<file path="src/rtl/fpu_mul_sched.sv">
// fpu_mul_sched: shares one fixed-latency FP32 multiplier between two requesters and queues the results.
// Define FPU_SCHED_RR_EN for round-robin arbitration. The default build uses fixed priority (req0 wins).
module fpu_mul_sched #(
   parameter int MUL_LAT   = 3,
   parameter int OUT_DEPTH = 4
) (
   input  logic        clk,
   input  logic        rst,
   input  logic        req0_valid,
   output logic        req0_ready,
   input  logic [31:0] req0_a,
   input  logic [31:0] req0_b,
   input  logic        req1_valid,
   output logic        req1_ready,
   input  logic [31:0] req1_a,
   input  logic [31:0] req1_b,
   output logic        mul_en,
   output logic [31:0] mul_a,
   output logic [31:0] mul_b,
   input  logic [31:0] mul_c,
   input  logic        mul_flag,
   output logic        rsp_valid,
   input  logic        rsp_ready,
   output logic        rsp_id,
   output logic [31:0] rsp_c,
   output logic        rsp_flag
);
   localparam int CNT_W = $clog2(OUT_DEPTH + 1);
   localparam int PTR_W = $clog2(OUT_DEPTH);
   localparam int ENT_W = 34;

   logic [CNT_W-1:0]   inflight;
   logic [CNT_W-1:0]   fifo_count;
   logic [CNT_W:0]     occupied;
   logic               space_ok;
   logic               grant0;
   logic               grant1;
   logic               issue;
   logic               retire;
   logic               pop;
   logic [MUL_LAT-1:0] trk_v;
   logic [MUL_LAT-1:0] trk_id;
   logic [ENT_W-1:0]   fifo_mem [OUT_DEPTH];
   logic [PTR_W-1:0]   wr_ptr;
   logic [PTR_W-1:0]   rd_ptr;

   // Every accepted op owns a FIFO slot until popped, so retire can never overflow the FIFO.
   assign occupied = {1'b0, fifo_count} + {1'b0, inflight};
   assign space_ok = !rst && (occupied < (CNT_W+1)'(OUT_DEPTH));

`ifdef FPU_SCHED_RR_EN
   logic last_grant;

   always_comb begin
      grant0 = 1'b0;
      grant1 = 1'b0;
      if (space_ok) begin
         if (req0_valid && req1_valid) begin
            grant0 = last_grant;
            grant1 = !last_grant;
         end else begin
            grant0 = req0_valid;
            grant1 = req1_valid;
         end
      end
   end

   always_ff @(posedge clk or posedge rst) begin
      if (rst)
         last_grant <= 1'b1;
      else if (grant0 || grant1)
         last_grant <= grant1;
   end
`else
   // Fixed priority: requester 1 can starve while requester 0 keeps valid high.
   always_comb begin
      grant0 = space_ok && req0_valid;
      grant1 = space_ok && req1_valid && !req0_valid;
   end
`endif

   assign issue      = grant0 || grant1;
   assign req0_ready = grant0;
   assign req1_ready = grant1;
   assign mul_en     = issue;
   assign mul_a      = grant0 ? req0_a : (grant1 ? req1_a : '0);
   assign mul_b      = grant0 ? req0_b : (grant1 ? req1_b : '0);

   always_ff @(posedge clk or posedge rst) begin
      if (rst) begin
         trk_v  <= '0;
         trk_id <= '0;
      end else begin
         for (int i = MUL_LAT - 1; i > 0; i--) begin
            trk_v[i]  <= trk_v[i-1];
            trk_id[i] <= trk_id[i-1];
         end
         trk_v[0]  <= issue;
         trk_id[0] <= grant1;
      end
   end

   assign retire = trk_v[MUL_LAT-1];
   assign pop    = rsp_valid && rsp_ready;

   always_ff @(posedge clk or posedge rst) begin
      if (rst)
         inflight <= '0;
      else if (issue && !retire)
         inflight <= inflight + CNT_W'(1);
      else if (!issue && retire)
         inflight <= inflight - CNT_W'(1);
   end

   always_ff @(posedge clk) begin
      if (retire)
         fifo_mem[wr_ptr] <= {trk_id[MUL_LAT-1], mul_flag, mul_c};
   end

   always_ff @(posedge clk or posedge rst) begin
      if (rst) begin
         wr_ptr     <= '0;
         rd_ptr     <= '0;
         fifo_count <= '0;
      end else begin
         if (retire)
            wr_ptr <= wr_ptr + PTR_W'(1);
         if (pop)
            rd_ptr <= rd_ptr + PTR_W'(1);
         if (retire && !pop)
            fifo_count <= fifo_count + CNT_W'(1);
         else if (!retire && pop)
            fifo_count <= fifo_count - CNT_W'(1);
      end
   end

   assign rsp_valid                 = (fifo_count != '0);
   assign {rsp_id, rsp_flag, rsp_c} = fifo_mem[rd_ptr];

   no_push_when_full: assert property (@(posedge clk) disable iff (rst)
      !(retire && fifo_count == CNT_W'(OUT_DEPTH)));

endmodule

</file>
<file path="config.mk">
export PLATFORM = sky130hd
export DESIGN_NAME = fpu_mul_sched
export DESIGN_NICKNAME = d
export VERILOG_FILES = /design/src/rtl/fpu_mul_sched.sv
export SDC_FILE = /design/constraint.sdc
export NUM_CORES = 1
export LEC_CHECK = 0
export ABC_CLOCK_PERIOD_IN_PS = 2800
export CORE_ASPECT_RATIO = 1.75
export CORE_MARGIN = 2
export CORE_UTILIZATION = 43
export DETAILED_ROUTE_END_ITERATION = 8
export PLACE_DENSITY = 0.8
export SYNTH_ARGS = -nofsm -noshare
export SYNTH_HDL_FRONTEND = slang
export SYNTH_SLANG_ARGS = --single-unit
</file>
<file path="constraint.sdc">
create_clock -name clk -period 2.8 [get_ports clk]
set_input_delay 0.56 -clock clk [delete_from_list [all_inputs] [get_ports clk]]
set_output_delay 0.56 -clock clk [all_outputs]
set_load 0.005 [all_outputs]
</file>
# Word level (Yosys, flattened, before mapping)
# Memory sizes are Yosys's and may differ from the RTL's.
# Index checks and enable logic that the tools add are counted.
[totals]
ff_bits = 16
ramBits = 136
output_inout_bits = 102
word_cells = 43
memories = 1
[memory_table]
columns = ["memory", "words", "word_bits", "read_ports", "rd_clocked_by_memory_dff", "write_ports", "line", "text"]
rows = [
  ["fifo_mem", 4, 34, 1, 0, 1, "43", "logic [ENT_W-1:0] fifo_mem [OUT_DEPTH];"],
]
[classes]
addsub = 7
order_cmp = 1
mux = 10
n_reduce_logical = 18
[op_table]
columns = ["op", "n"]
rows = [
  ["2-to-1 mux 32 bit", 4],
  ["2-to-1 mux 3 bit", 4],
  ["logical AND 1 bit", 9],
  ["adder 3 x 1 -> 3 bit, second input constant", 2],
  ["subtractor 3 x 1 -> 3 bit, second input constant", 2],
  ["zero test 1 bit", 5],
  ["adder 2 x 1 -> 2 bit, second input constant", 2],
  ["adder 3 x 3 -> 4 bit", 1],
  ["< comparator 4 x 3 -> 1 bit, second input constant", 1],
  ["nonzero test 2 bit", 2],
  ["nonzero test 3 bit", 1],
  ["2-to-1 mux 1 bit", 2],
  ["logical OR 1 bit", 1],
]

# Depth between registers and ports, before layout
# Gate-level depths: netlist of the first run.
[depth]
ltp_word = 10
mapped_depth = 11

# Worst setup path after synthesis of the first run
# No wires, ideal clock.
[synth_timing]
path_kind = "flip-flop to flip-flop"
from = "reg inflight[2]"
to = "reg inflight[2]"
setup_ns = 0.079
t_arrival_ns = 2.307
required_ns = 2.721
slack_ns = 0.414
path_stages_with_launch = 12
n_path_buf = 1
period_less_slack_ns = 2.386
cell_sequence = "dfrtp_1 -> ha_1 -> nor4_4 -> nand2_2 -> buf_6 -> nor2_1 -> ha_1 -> inv_1 -> fa_1 -> xor2_1 -> nor2_1 -> xor2_1"
[synth_via]
elab_chain_cells = 9
elab_cells_between_ends = 15
[synth_rtl]
columns = ["element", "line", "text"]
rows = [
  ["from (decl)", "32", "logic [CNT_W-1:0] inflight;"],
  ["from (signal assigned)", "110", "inflight <= inflight + CNT_W'(1);"],
  ["from (signal assigned)", "112", "inflight <= inflight - CNT_W'(1);"],
  ["adder 3 x 3 -> 4 bit *", "48", "assign occupied = {1'b0, fifo_count} + {1'b0, inflight};"],
  ["< comparator 4 x 3 -> 1 bit *", "49", "assign space_ok = !rst && (occupied < (CNT_W+1)'(OUT_DEPTH));"],
  ["logical AND 1 bit *", "49", ""],
  ["logical AND 1 bit (2 in a row)", "78", "grant1 = space_ok && req1_valid && !req0_valid;"],
  ["logical OR 1 bit *", "82", "assign issue = grant0 || grant1;"],
  ["via mul_en", "17", "output logic mul_en,"],
  ["zero test 1 bit", "111", "else if (!issue && retire)"],
  ["logical AND 1 bit", "111", ""],
  ["nonzero test 2 bit (no line)", "-", ""],
]
# The timed path passes the listed nets; every way through them passes the cells marked *. The select of a mux whose other input is x is not followed.
# A chain may end at the register's enable or synchronous reset.

# Worst setup path after layout of the first run
[layout_timing]
from = "reg fifo_count[2]"
to = "out mul_b[3]"
[layout_via]
elab_chain_cells = 7
elab_cells_between_ends = 8
[layout_rtl]
columns = ["element", "line", "text"]
rows = [
  ["from (decl)", "33", "logic [CNT_W-1:0] fifo_count;"],
  ["from (signal assigned)", "131", "fifo_count <= fifo_count + CNT_W'(1);"],
  ["from (signal assigned)", "133", "fifo_count <= fifo_count - CNT_W'(1);"],
  ["adder 3 x 3 -> 4 bit *", "48", ""],
  ["< comparator 4 x 3 -> 1 bit *", "49", ""],
  ["logical AND 1 bit *", "49", ""],
  ["logical AND 1 bit (2 in a row)", "78", ""],
  ["2-to-1 mux 32 bit", "87", "assign mul_b = grant0 ? req0_b : (grant1 ? req1_b : '0);"],
  ["2-to-1 mux 32 bit *", "87", ""],
  ["to (decl)", "19", "output logic [31:0] mul_b,"],
]
# Every way passes the cells marked *; elsewhere a longest branch is shown, timed or not.

==> results of run 1 <==
==> logic make-up after synthesis <==
| kind of cell | count (synthesis) | synth area share (%) |
|---|---|---|
| compound gates | 65 | 7.41 |
| xor+xnor | 9 | 1.20 |
| fa+ha+maj | 10 | 2.14 |
| buf+inv | 35 | 3.42 |
| flops | 152 | 68.4 |
| mux | 36 | 12.0 |
| simple gates | 82 | 5.37 |
==> cells in the mapped netlist, types with 2 or more instances <==
master      n
buf_2      11
clkbuf_1    7
buf_6      10
inv_1       6
and2_1      4
edfxtp_1  136
ha_1        8
dfrtp_1    16
nand3_1     2
xnor2_1     4
xor2_1      5
and3_1      2
a22oi_1    64
mux2_2      2
mux4_2     34
fa_1        2
nand2_1     2
nor2_1     68
==> stage by stage <==
step | TNS, ns | util [%] | hold slack, ns | worst slack, ns
after floorplan | 0 | - | 0.331 | 0.414
after global routing | -3.50 | 70.1 | 0.358 | -0.224
after CTS | -8.65 | 69.0 | 0.346 | -0.278
after global placement | -9.05 | 63.1 | 0.339 | -0.217
final | -0.753 | 70.2 | 0.346 | -0.128
after detailed placement | -10.76 | 63.1 | 0.335 | -0.230
==> final cells by class <==
| type | count | area [um2] |
|---|---|---|
| timing repair buffer | 309 | 3100 |
| clock inverter | 5 | 23.8 |
| sequential | 152 | 4490 |
| multi-input combinational | 202 | 1960 |
| inverter | 6 | 22.5 |
| clock buffer | 28 | 637 |
| tap | 183 | 229 |
| antenna | 5 | 12.5 |
| fill | 964 | 4440 |
==> cell usage in the layout (no fill, tap or decap), types with 5 or more instances in the layout <==
cell type	n
diode_2	5
buf_6	7
buf_4	23
clkbuf_2	20
buf_16	5
edfxtp_1	136
dlymetal6s2s_1	21
clkbuf_16	28
ha_1	7
a22oi_1	63
nor2_4	6
nor2_2	16
clkdlybuf4s50_1	198
dfrtp_1	15
xor2_1	5
nor2_1	46
mux4_2	34
buf_2	22
inv_1	6
==> power groups by stage <==
stage,clock network (W),logic (W),registers [W]
6_report,0.00250,0.000404,0.00247
3_3_place_gp,0,0.000362,0.00252
3_5_place_dp,0,0.000367,0.00252
5_1_grt,0.00263,0.000425,0.00247
2_1_floorplan,0,0.0000777,0.00252
4_1_cts,0.00253,0.000394,0.00247
==> sequential cells by signal (all words and copies together), names as in the netlist <==
signal / cells
inflight: 3
rd_ptr: 2
trk_v: 3
trk_id: 3
fifo_count: 3
wr_ptr: 2
fifo_mem: 136
==> worst max-delay path, stage by stage, from the launching register on <==
cell	delay, ns
dfrtp_1	0.41
ha_4	0.26
nor4_4	0.30
nand2_4	0.19
buf_6	0.16
buf_6	0.12
buf_16	0.14
buf_6	0.12
nor2_4	0.08
buf_2	0.12
==> final timing paths <==
check / start / to / slack, ns / cells past startpoint
max reg2reg: fifo_count[2] / inflight[2] / 0.20 / 11
max in group asynchronous: rst / rd_ptr[0] / 1.95 / 2
min reg2reg: trk_v[1] / trk_v[2] / 0.35 / 0
min: trk_v[1] / trk_v[2] / 0.35 / 0
min in group asynchronous: rst / trk_id[0] / 0.40 / 2
max: fifo_count[2] / mul_b[3] / -0.13 / 9
==> per-layer routing <==
metal	routed length (um)	global-route usage (%)
met1	8140	33.3
met2	10800	43.2
met3	2840	10.9
met4	584	8.15
met5	74	0
==> repair_timing <==
action | in CTS | in global routing
endpoints found under the hold margin | 0 | 0
endpoints found under the setup margin | 67 | 66
cloned | 7 | 3
gates resized for setup | 38 | 169
hold buffers | 0 | 0
pin swaps | 0 | 4
buffers inserted | 2 | 17
==> metrics.md, run 1 <==
| Metric | Value |
|---|---|
| Sw Ratio | `19.6%` |
| Sequential share of power | `about 46%` |
| CP Launch Type | `flop` |
| Placed inst area | `9410 um2` |
| Worst Path Arrival | `approximately 2.4 ns` |
| DP Cell Count | `824` |
| Post-route ant nets | `0` |
| CTS H-tree depth | `4` |
| Int Power | `0.00432 W` |
| Ys flop type | `edfxtp_1` |
| Initial antenna violation count | `12` |
| Yosys reg bits | `152` |
| Final Max Tran Viols | `0` |
| Avg Inst Size Synth | `16.8 um2` |
| Die Ht | `roughly 170 um` |
| Synth Net Count | `between 500 and 600` |
| Cts bufs inserted | `25` |
| Post-layout net count | `872` |
| Post-synth EDFFs | `between 100 and 150` |
| Max-cap violations | `0` |
| CP Class | `reg -> out` |
| Layout Cells excl Fill | `890` |
| Max VDD drop | `0.000332 V` |
| Fmax | `around 340 MHz` |
| Cell row count | `59` |
| Setup violators final | `19` |
| First-pass GRT wire length | `between 30,000 and 40,000 um` |
| Area grow syn2layout | `59.8%` |
| Die Footprint | `about 16,000 um2` |
| Ratio of cells with drive above 1 in the final layout | `between 20 and 30%` |
| Leak | `between 4 and 5 nW` |
| Root buffer cell | `clkbuf_16` |
| Initial core utilization | `around 44%` |
| DRC violations left | `0` |
| Clk buf depth | `3` |
| Clock Pin Slew Worst Setup and Hold Paths | `0.05 ns` |
| Top cell type's share of synthesized area | `roughly 62%` |
| Via density | `around 5.6` |
| Top post-synthesis cells by area | `edfxtp_1, mux4_2, a22oi_1, dfrtp_1, nor2_1` |
| Pwr/cell area | `between 500 and 600 nW/um2` |
| Status | `finished with violations` |
| Die Width | `between 90 and 100 um` |
| I/O Buffers | `about 270` |
| IO Pins | `around 270` |
| GR Overflow Total | `0` |
| Crit end category | `output pin` |
| Period utilisation layout | `105%` |
| Detail Placement HPWL | `14,600 um` |
| Final hold violation count | `0` |
| Transition time of the tightest slew-check pin | `0.619 ns` |
| Design Area, Final | `10,500 um2` |
| CTS tree | `built` |
| Failing checks | `setup timing` |
| Placer Congestion | `between 0.8 and 0.9` |
| Largest net degree at the start of global routing | `59` |
| Clk network pwr share | `46.6%` |
| Wirelength, routed | `roughly 22,000 um` |
| Vias | `4,948` |
| Ys async rst share | `about a tenth` |
| Clk Latency, worst-skew pair | `around 0.47 ns` |
| Post-route worst setup slack | `-0.128 ns` |
| Overall power | `between 0.005 and 0.006 W` |
| Clock Skews | `roughly 0.021 ns` |
| WP data required | `~2.2 ns` |
| Clk sinks | `approximately 150` |
| Sequential fraction of the synthesis area | `68.4%` |
| Pre-antenna DRT Iters | `5` |
| Min-delay worst type | `reg -> reg` |
| Vias in the first global route | `~5,200` |
| Slew margin rel. | `just under 60%` |
| Logic gate share of total power | `around 7.5%` |
| NetSw | `roughly 0.0011 W` |
| Tmin final | `slightly below 3 ns` |
| GRT Util Overall | `about a quarter` |
| Initial DRC Count | `roughly 280` |
| CP Max Fanout | `8` |
| Cell taking the most area after synthesis | `edfxtp_1` |
| Synth Warn # | `0` |
| Routed wire length per instance | `25.2 um` |
| Placeable Area | `14,900 um2` |
| Synth Cell Area | `6550 um2` |
| Number of library cell types mapped by synthesis | `24` |
| RSZ-0062 raised after global routing | `true` |
| Post-Synthesis Cells | `about 390` |
Power figures use the tool's default switching activity.
==> run 2, diff against run 1 <==
--- a/config.mk
+++ b/config.mk
@@ -5,7 +5,7 @@
 export SDC_FILE = /design/constraint.sdc
 export NUM_CORES = 1
 export LEC_CHECK = 0
-export ABC_CLOCK_PERIOD_IN_PS = 2800
+export ABC_CLOCK_PERIOD_IN_PS = 3200
 export CORE_ASPECT_RATIO = 1.75
 export CORE_MARGIN = 2
 export CORE_UTILIZATION = 43
==> constraint.sdc (replaced) <==
create_clock -name clk -period 3.2 [get_ports clk]
set_input_delay 0.64 -clock clk [delete_from_list [all_inputs] [get_ports clk]]
set_output_delay 0.64 -clock clk [all_outputs]
set_load 0.005 [all_outputs]
==> run 2 against run 1 <==
  * The flow now finishes without violations
  * Clock skew down 0.0069 ns
  * First-iteration DRC count up 9.9%
  * Die area unchanged
  * Non-clock buffer count down 25
  * Via count down 1.4%
  * Critical path type unchanged
==> metrics.md, run 2 (synthesized netlist as in run 1, its figures left out) <==
| Metric | Value |
|---|---|
| Setup violators final | `0 (-19)` |
| Hold Buf Count CTS | `0 (unchanged)` |
| Worst hold margin | `0.327 ns (-0.0195 ns)` |
| Crit end category | `output pin` |
| WP data required | `2.56 ns (+0.32 ns)` |
| Placeable Area | `14,900 um2 (unchanged)` |
| RSZ-0062 raised after global routing | `true` |
| Commonest non-fill, non-tap cell in the layout | `clkdlybuf4s50_1` |
| CTS tree | `built` |
| I/O Buffers | `267 (unchanged)` |
| IO Pins | `268 (unchanged)` |
| Period utilisation layout | `a little over nine tenths` |
| Placer Congestion | `0.840 (+2.6%)` |
| Sw Ratio | `19.0% (-0.56 points)` |
| Vias in the first global route | `4,988 (-4.5%)` |
| Cts bufs inserted | `25 (unchanged)` |
| Clk Latency, worst-skew pair | `0.46 ns (about the same)` |
| Slew margin rel. | `61.1% (+2.4 points)` |
| Met3 WL post-DR | `2980 um (+4.8%)` |
| Placed inst area | `9390 um2 (-0.24%)` |
| Ratio of cells with drive above 1 in the final layout | `13.4% (-12 points)` |
| Worst Path Arrival | `2.48 ns (+0.11 ns)` |
| CP Launch Type | `flop` |
| Top reg by flops | `fifo_mem` |
| Die Ht | `167 um (unchanged)` |
| Met2 wire length | `9890 um (-8.6%)` |
| Final Max Tran Viols | `0 (unchanged)` |
| CP max-delay cell | `clkdlybuf4s50_1` |
| Critical path capture point | `mul_b[28]` |
| Delay-heaviest family, CP | `buffers and inverters` |
| Clock Skews | `0.0138 ns (-0.00687 ns)` |
| GR Overflow Total | `0 (unchanged)` |
| WP depth | `6 (-3)` |
| Fmax | `about 320 MHz` |
| RR Startpoint | `inflight[2]` |
| Clk buf depth | `3 (unchanged)` |
| Crit path buffers/inverters | `2 (-3)` |
| Pre-antenna DRT Iters | `4 (-1)` |
| Max VDD drop | `0.000280 V (-16%)` |
| Leak | `4.36 nW (+6.4%)` |
| Transition time of the tightest slew-check pin | `0.583 ns (-0.0356 ns)` |
| Pwr/cell area | `463 nW/um2 (-9.8%)` |
| Reg2reg end | `inflight[2]` |
| Max-cap violations | `0 (unchanged)` |
| Area grow syn2layout | `57.6%` |
| Largest register FFs | `136 (unchanged)` |
| Die Footprint | `16,300 um2 (unchanged)` |
| CP peak stage delay | `0.51 ns (+0.10 ns)` |
| Cell row count | `59 (unchanged)` |
| CTS H-tree depth | `4 (unchanged)` |
| CP Max Fanout | `31 (+23)` |
| Logic gate share of total power | `6.8% (-0.7 points)` |
| Post-route ant nets | `0 (unchanged)` |
| Most frequent cells in the layout | `clkdlybuf4s50_1, edfxtp_1, nor2_1, a22oi_1, dlymetal6s2s_1` |
| Die Width | `97.3 um (unchanged)` |
| CP Cell Sequence | `ha_2, nor4_4, nand2_4, clkbuf_16, nor2_1, clkdlybuf4s50_1` |
| Detail Placement HPWL | `14,500 um (-0.73%)` |
| Int Power | `0.00387 W (-10%)` |
| CP Class | `reg -> out` |
| Routed wire length per instance | `24.4 um (-3.5%)` |
| Status | `finished clean` |
| Final hold violation count | `0 (unchanged)` |
| Clock Pin Slew Worst Setup and Hold Paths | `0.05 ns (about the same)` |
| Design Area, Final | `10,300 um2 (-1.4%)` |
| Tmin final | `between 3 and 4 ns` |
| NetSw | `0.000910 W (-14%)` |
| R2R Setup Slk | `0.66 ns (+0.46 ns)` |
| Initial core utilization | `43.9% (unchanged)` |
| DRC violations left | `0 (unchanged)` |
| Min-delay worst type | `in -> async` |
| Largest net degree at the start of global routing | `64 (+8.5%)` |
| Wirelength, routed | `21,100 um (-6.0%)` |
| Worst R2R Path Depth | `10 (-1)` |
| Fillcell total | `972 (+0.83%)` |
| Clk network pwr share | `47.9% (+1.3 points)` |
| Clk sinks | `152 (unchanged)` |
| Overall power | `0.00478 W (-11%)` |
| Root buffer cell | `clkbuf_16` |
| Via density | `5.63 (+1.2%)` |
| GRT Util Overall | `25.1% (-1.6 points)` |
| Post-layout net count | `847 (-2.9%)` |
| Initial antenna violation count | `10 (-2)` |
| Met1 WL | `7670 um (-5.8%)` |
| Sequential share of power | `45.2% (-0.7 points)` |
| First-pass GRT wire length | `30,000 um (-6.6%)` |
| Vias | `4,878 (-1.4%)` |
| Origin of the worst setup path | `inflight[2]` |
| DR top layer | `met5` |
| Initial DRC Count | `312 (+9.9%)` |
[run 2: changes by cell type in the layout (fill, tap and decap cells not counted), sizes merged]
cell	before	now
clkdlybuf4s50	198	216
dlygate4sd2	3	0
clkdlybuf4s15	1	0
buf	61	16
clkbuf	51	30
clkinv	5	2
clkinvlp	0	2
bufbuf	2	0
dlymetal6s2s	21	50
bufinv	0	1
diode	5	7
[run 2: per-stage QoR]
stage               setup TNS (ns)  setup WS [ns]  util, %  std cells
floorplan                        0          0.794        -        389
global placement                 0         0.0107     63.0        821
detailed placement               0        0.00279     63.0        821
CTS                              0        0.00409     67.7        854
global route                -0.330        -0.0601     69.1        860
finish                           0         0.0769     69.2        867
[run 2: repair_timing]
| item | 4_1_cts | 5_1_grt |
|---|---|---|
| gates resized for setup | 0 | 53 |
| setup buffers | 0 | 3 |
| hold endpoints to repair | 0 | 0 |
| endpoints found under the setup margin | 0 | 63 |
[run 2: power groups by stage]
stage | logic, W | clock network (W) | registers (W)
floorplan | 0.0000680 | 0 | 0.00220
global placement | 0.000317 | 0 | 0.00220
detailed placement | 0.000322 | 0 | 0.00220
CTS | 0.000327 | 0.00233 | 0.00216
global route | 0.000346 | 0.00240 | 0.00216
finish | 0.000327 | 0.00229 | 0.00216
[run 2: how the worst min path moves through the flow]
stage	from	end	slack, ns	cells past startpoint
detailed placement	trk_v[1]	trk_v[2]	0.33	0
finish	rst	trk_id[2]	0.33	2
CTS	trk_v[1]	trk_v[2]	0.35	0
floorplan	trk_id[0]	trk_id[1]	0.33	0
global placement	trk_v[1]	trk_v[2]	0.34	0
global route	trk_id[1]	trk_id[2]	0.36	0
[run 2: worst register-to-register path, stage by stage, from the launching register on]
cell and delay [ns]:
dfrtp_1 0.40, ha_2 0.21, nor4_4 0.35, nand2_4 0.17
nor2_1 0.24, ha_1 0.24, inv_1 0.07, fa_1 0.37
xor2_1 0.15, nor2_1 0.12, xor2_1 0.16
[run 2: per-layer routing]
metal / track usage, % / vias up
li1: - / 2099
met1: 32.1 / 2355
met2: 39.3 / 371
met3: 11.1 / 43
met4: 7.31 / 10
met5: 0 / -
[run 2: area by class of cell]
cell class / count / area, um2 / share of cell area, %
Antenna cell: 7 / 17.5 / 0.170
Sequential cell: 152 / 4490 / 43.4
Multi-Input combinational cell: 202 / 1860 / 18.0
Tap cell: 183 / 229 / 2.22
Clock inverter: 5 / 53.8 / 0.521
Clock buffer: 28 / 647 / 6.26
Timing Repair Buffer: 284 / 3010 / 29.1
Inverter: 6 / 22.5 / 0.218
==> run 3, diff against run 2 <==
--- a/config.mk
+++ b/config.mk
@@ -11,6 +11,7 @@
 export CORE_UTILIZATION = 43
 export DETAILED_ROUTE_END_ITERATION = 8
 export PLACE_DENSITY = 0.8
+export REMOVE_ABC_BUFFERS = 1
 export SYNTH_ARGS = -nofsm -noshare
 export SYNTH_HDL_FRONTEND = slang
 export SYNTH_SLANG_ARGS = --single-unit
==> run 3 against run 2 <==
  * Global-route usage is 1.5 points lower
  * Combinational power is 1% lower
  * Routed wire length shrank 9.5%
  * Die area unchanged
  * Sequential power barely moved
  * Critical path depth stayed put
  * Largest cell class unchanged
  * Largest power group is now registers
==> metrics.md, run 3 (synthesized netlist as in run 1, its figures left out) <==
| Metric | Value |
|---|---|
| Clock Skews | `0.00963 ns (-0.00417 ns)` |
| Cell row count | `59 (unchanged)` |
| Final TNS setup | `0 ns (unchanged)` |
| Final hold violation count | `0 (unchanged)` |
| IO Pins | `268 (unchanged)` |
| Worst R2R Path Depth | `10 (unchanged)` |
| Largest register FFs | `136 (unchanged)` |
| Initial DRC Count | `270 (-13%)` |
| CP Launch Type | `input pin` |
| Logic gate share of total power | `7.1% (+0.3 points)` |
| NetSw | `0.000936 W (+2.8%)` |
| Placer Congestion | `0.864 (+2.9%)` |
| Wirelength, routed | `19,100 um (-9.5%)` |
| Largest net degree at the start of global routing | `63 (-1.6%)` |
| Sw Ratio | `20.5% (+1.4 points)` |
| Fmax | `322 MHz (+0.68%)` |
| Crit path buffers/inverters | `3 (+1)` |
| CTS tree | `built` |
| Status | `finished clean` |
| First-pass GRT wire length | `28,300 um (-5.6%)` |
| Hold Crit Depth | `0` |
| Ratio of cells with drive above 1 in the final layout | `13.5% (about the same)` |
| Max VDD drop | `0.000409 V (+46%)` |
| Transition time of the tightest slew-check pin | `0.929 ns (+0.346 ns)` |
| Commonest non-fill, non-tap cell in the layout | `clkdlybuf4s50_1` |
| Sequential share of power | `47.3% (+2.1 points)` |
| CP max-delay cell | `clkdlybuf4s50_1` |
| Clk sinks | `152 (unchanged)` |
| Detail Placement HPWL | `14,200 um (-2.5%)` |
| Max-cap violations | `0 (unchanged)` |
| CTS H-tree depth | `4 (unchanged)` |
| GRT Util Overall | `23.6% (-1.5 points)` |
| Cell mode on critical path | `clkdlybuf4s50_1` |
| CP Cell Sequence | `clkdlybuf4s50_1, nor4_4, nand2_2, buf_12, nor2_1, clkdlybuf4s50_1` |
| Leak | `3.40 nW (-22%)` |
| Area grow syn2layout | `53.6%` |
| Final Max Tran Viols | `0 (unchanged)` |
| Clk network pwr share | `45.7% (-2.2 points)` |
| Post-layout net count | `832 (-1.8%)` |
| Clk buf depth | `2 (-1)` |
| Placeable Area | `14,900 um2 (unchanged)` |
| Worst hold margin | `0.351 ns (+0.0243 ns)` |
| R2R Setup Slk | `0.67 ns (about the same)` |
| Root buffer cell | `clkbuf_16` |
| Worst Path Arrival | `2.46 ns (-0.02 ns)` |
| Top reg by flops | `fifo_mem` |
| Clock Pin Slew Worst Setup and Hold Paths | `0.06 ns (about the same)` |
| Routed wire length per instance | `22.3 um (-8.5%)` |
| Die Ht | `167 um (unchanged)` |
| RSZ-0062 raised after global routing | `false` |
| CP Max Fanout | `53 (+71%)` |
| Cts bufs inserted | `17 (-32%)` |
| Pre-antenna DRT Iters | `5 (+1)` |
| Layout Cells excl Fill | `858 (-1.0%)` |
| CP Class | `in -> out` |
| Delay-heaviest family, CP | `buffers and inverters` |
| WP data required | `2.56 ns (about the same)` |
| DP Cell Count | `820 (-0.12%)` |
| GR Overflow Total | `0 (unchanged)` |
| Int Power | `0.00363 W (-6.1%)` |
| Most frequent cells in the layout | `clkdlybuf4s50_1, edfxtp_1, nor2_1, a22oi_1, mux4_2` |
| CP peak stage delay | `0.53 ns (+0.02 ns)` |
| Setup violators final | `0 (unchanged)` |
| Die Width | `97.3 um (unchanged)` |
| Period utilisation layout | `96.9% (-0.65 points)` |
| Vias in the first global route | `4,879 (-2.2%)` |
| Vias | `4,641 (-4.9%)` |
| Initial antenna violation count | `6 (-4)` |
| Initial core utilization | `43.9% (unchanged)` |
| Die Footprint | `16,300 um2 (unchanged)` |
| Min-delay worst type | `reg -> reg` |
| Post-route ant nets | `0 (unchanged)` |
| Clk Latency, worst-skew pair | `0.42 ns (-0.04 ns)` |
| Tmin final | `3.10 ns (-0.0210 ns)` |
| Crit end category | `output pin` |
| Via density | `5.41 (-3.9%)` |
| Slew margin rel. | `38.1% (-23 points)` |
| I/O Buffers | `267 (unchanged)` |
| Hold Buf Count CTS | `0 (unchanged)` |
| WP depth | `6 (unchanged)` |
| DRC violations left | `0 (unchanged)` |
| Pwr/cell area | `454 nW/um2 (-1.9%)` |
[run 3: worst register-to-register path, stage by stage, from the launching register on]
cell and delay (ns):
dfrtp_1 0.41, ha_1 0.23, nor4_4 0.32, nand2_2 0.13, nor2_1 0.24, ha_1 0.24, inv_1 0.06, fa_1 0.37
xor2_1 0.16, nor2_1 0.13, xor2_1 0.16
[run 3: path summary, 6_finish.rpt]
| check | to | startpoint |
|---|---|---|
| max in group asynchronous | rd_ptr[0] | rst |
| hold / removal | trk_v[1] | trk_v[0] |
| setup / recovery | mul_b[25] | rst |
| setup reg to reg | inflight[2] | fifo_count[2] |
| hold reg to reg | trk_v[1] | trk_v[0] |
| min in group asynchronous | inflight[2] | rst |
[run 3: metal layers]
metal  track usage, %  vias up  part of all wire, %
met5                0        -                 0.22
met4             7.19        8                  1.6
met3             8.35       27                   10
met2             37.6      273                   49
met1             30.7     2252                   39
li1                 -     2081                    -
[run 3: layout make-up]
| type | instances | area, um2 |
|---|---|---|
| fill | 1010 | 4850 |
| sequential | 152 | 4490 |
| timing repair buffer | 277 | 2820 |
| multi-input combinational | 202 | 1860 |
| clock buffer | 17 | 425 |
| tap | 183 | 229 |
| clock inverter | 15 | 201 |
| inverter | 6 | 22.5 |
| antenna | 6 | 15.0 |
[run 3: power by group through the flow]
| stage | clock [W] | combinational [W] | sequential [W] |
|---|---|---|---|
| 3_5_place_dp | 0 | 0.000320 | 0.00220 |
| 2_1_floorplan | 0 | 0.0000557 | 0.00220 |
| 3_3_place_gp | 0 | 0.000318 | 0.00220 |
| 5_1_grt | 0.00220 | 0.000342 | 0.00216 |
| 6_report | 0.00209 | 0.000323 | 0.00216 |
| 4_1_cts | 0.00212 | 0.000324 | 0.00216 |
[run 3: repair_timing]
action	in CTS	in global routing
gates resized for setup	0	4
endpoints found under the setup margin	0	4
setup buffers	0	0
[run 3: through the flow]
step	power, W	area, um2	utilization, %	setup WS (ns)
2_1_floorplan	0.00226	6350	-	-0.582
3_3_place_gp	0.00252	9410	63.1	0.105
3_5_place_dp	0.00252	9410	63.1	0.0807
4_1_cts	0.00460	10000	67.3	0.0575
5_1_grt	0.00470	10000	67.4	0.0141
6_report	0.00457	10100	67.5	0.0978
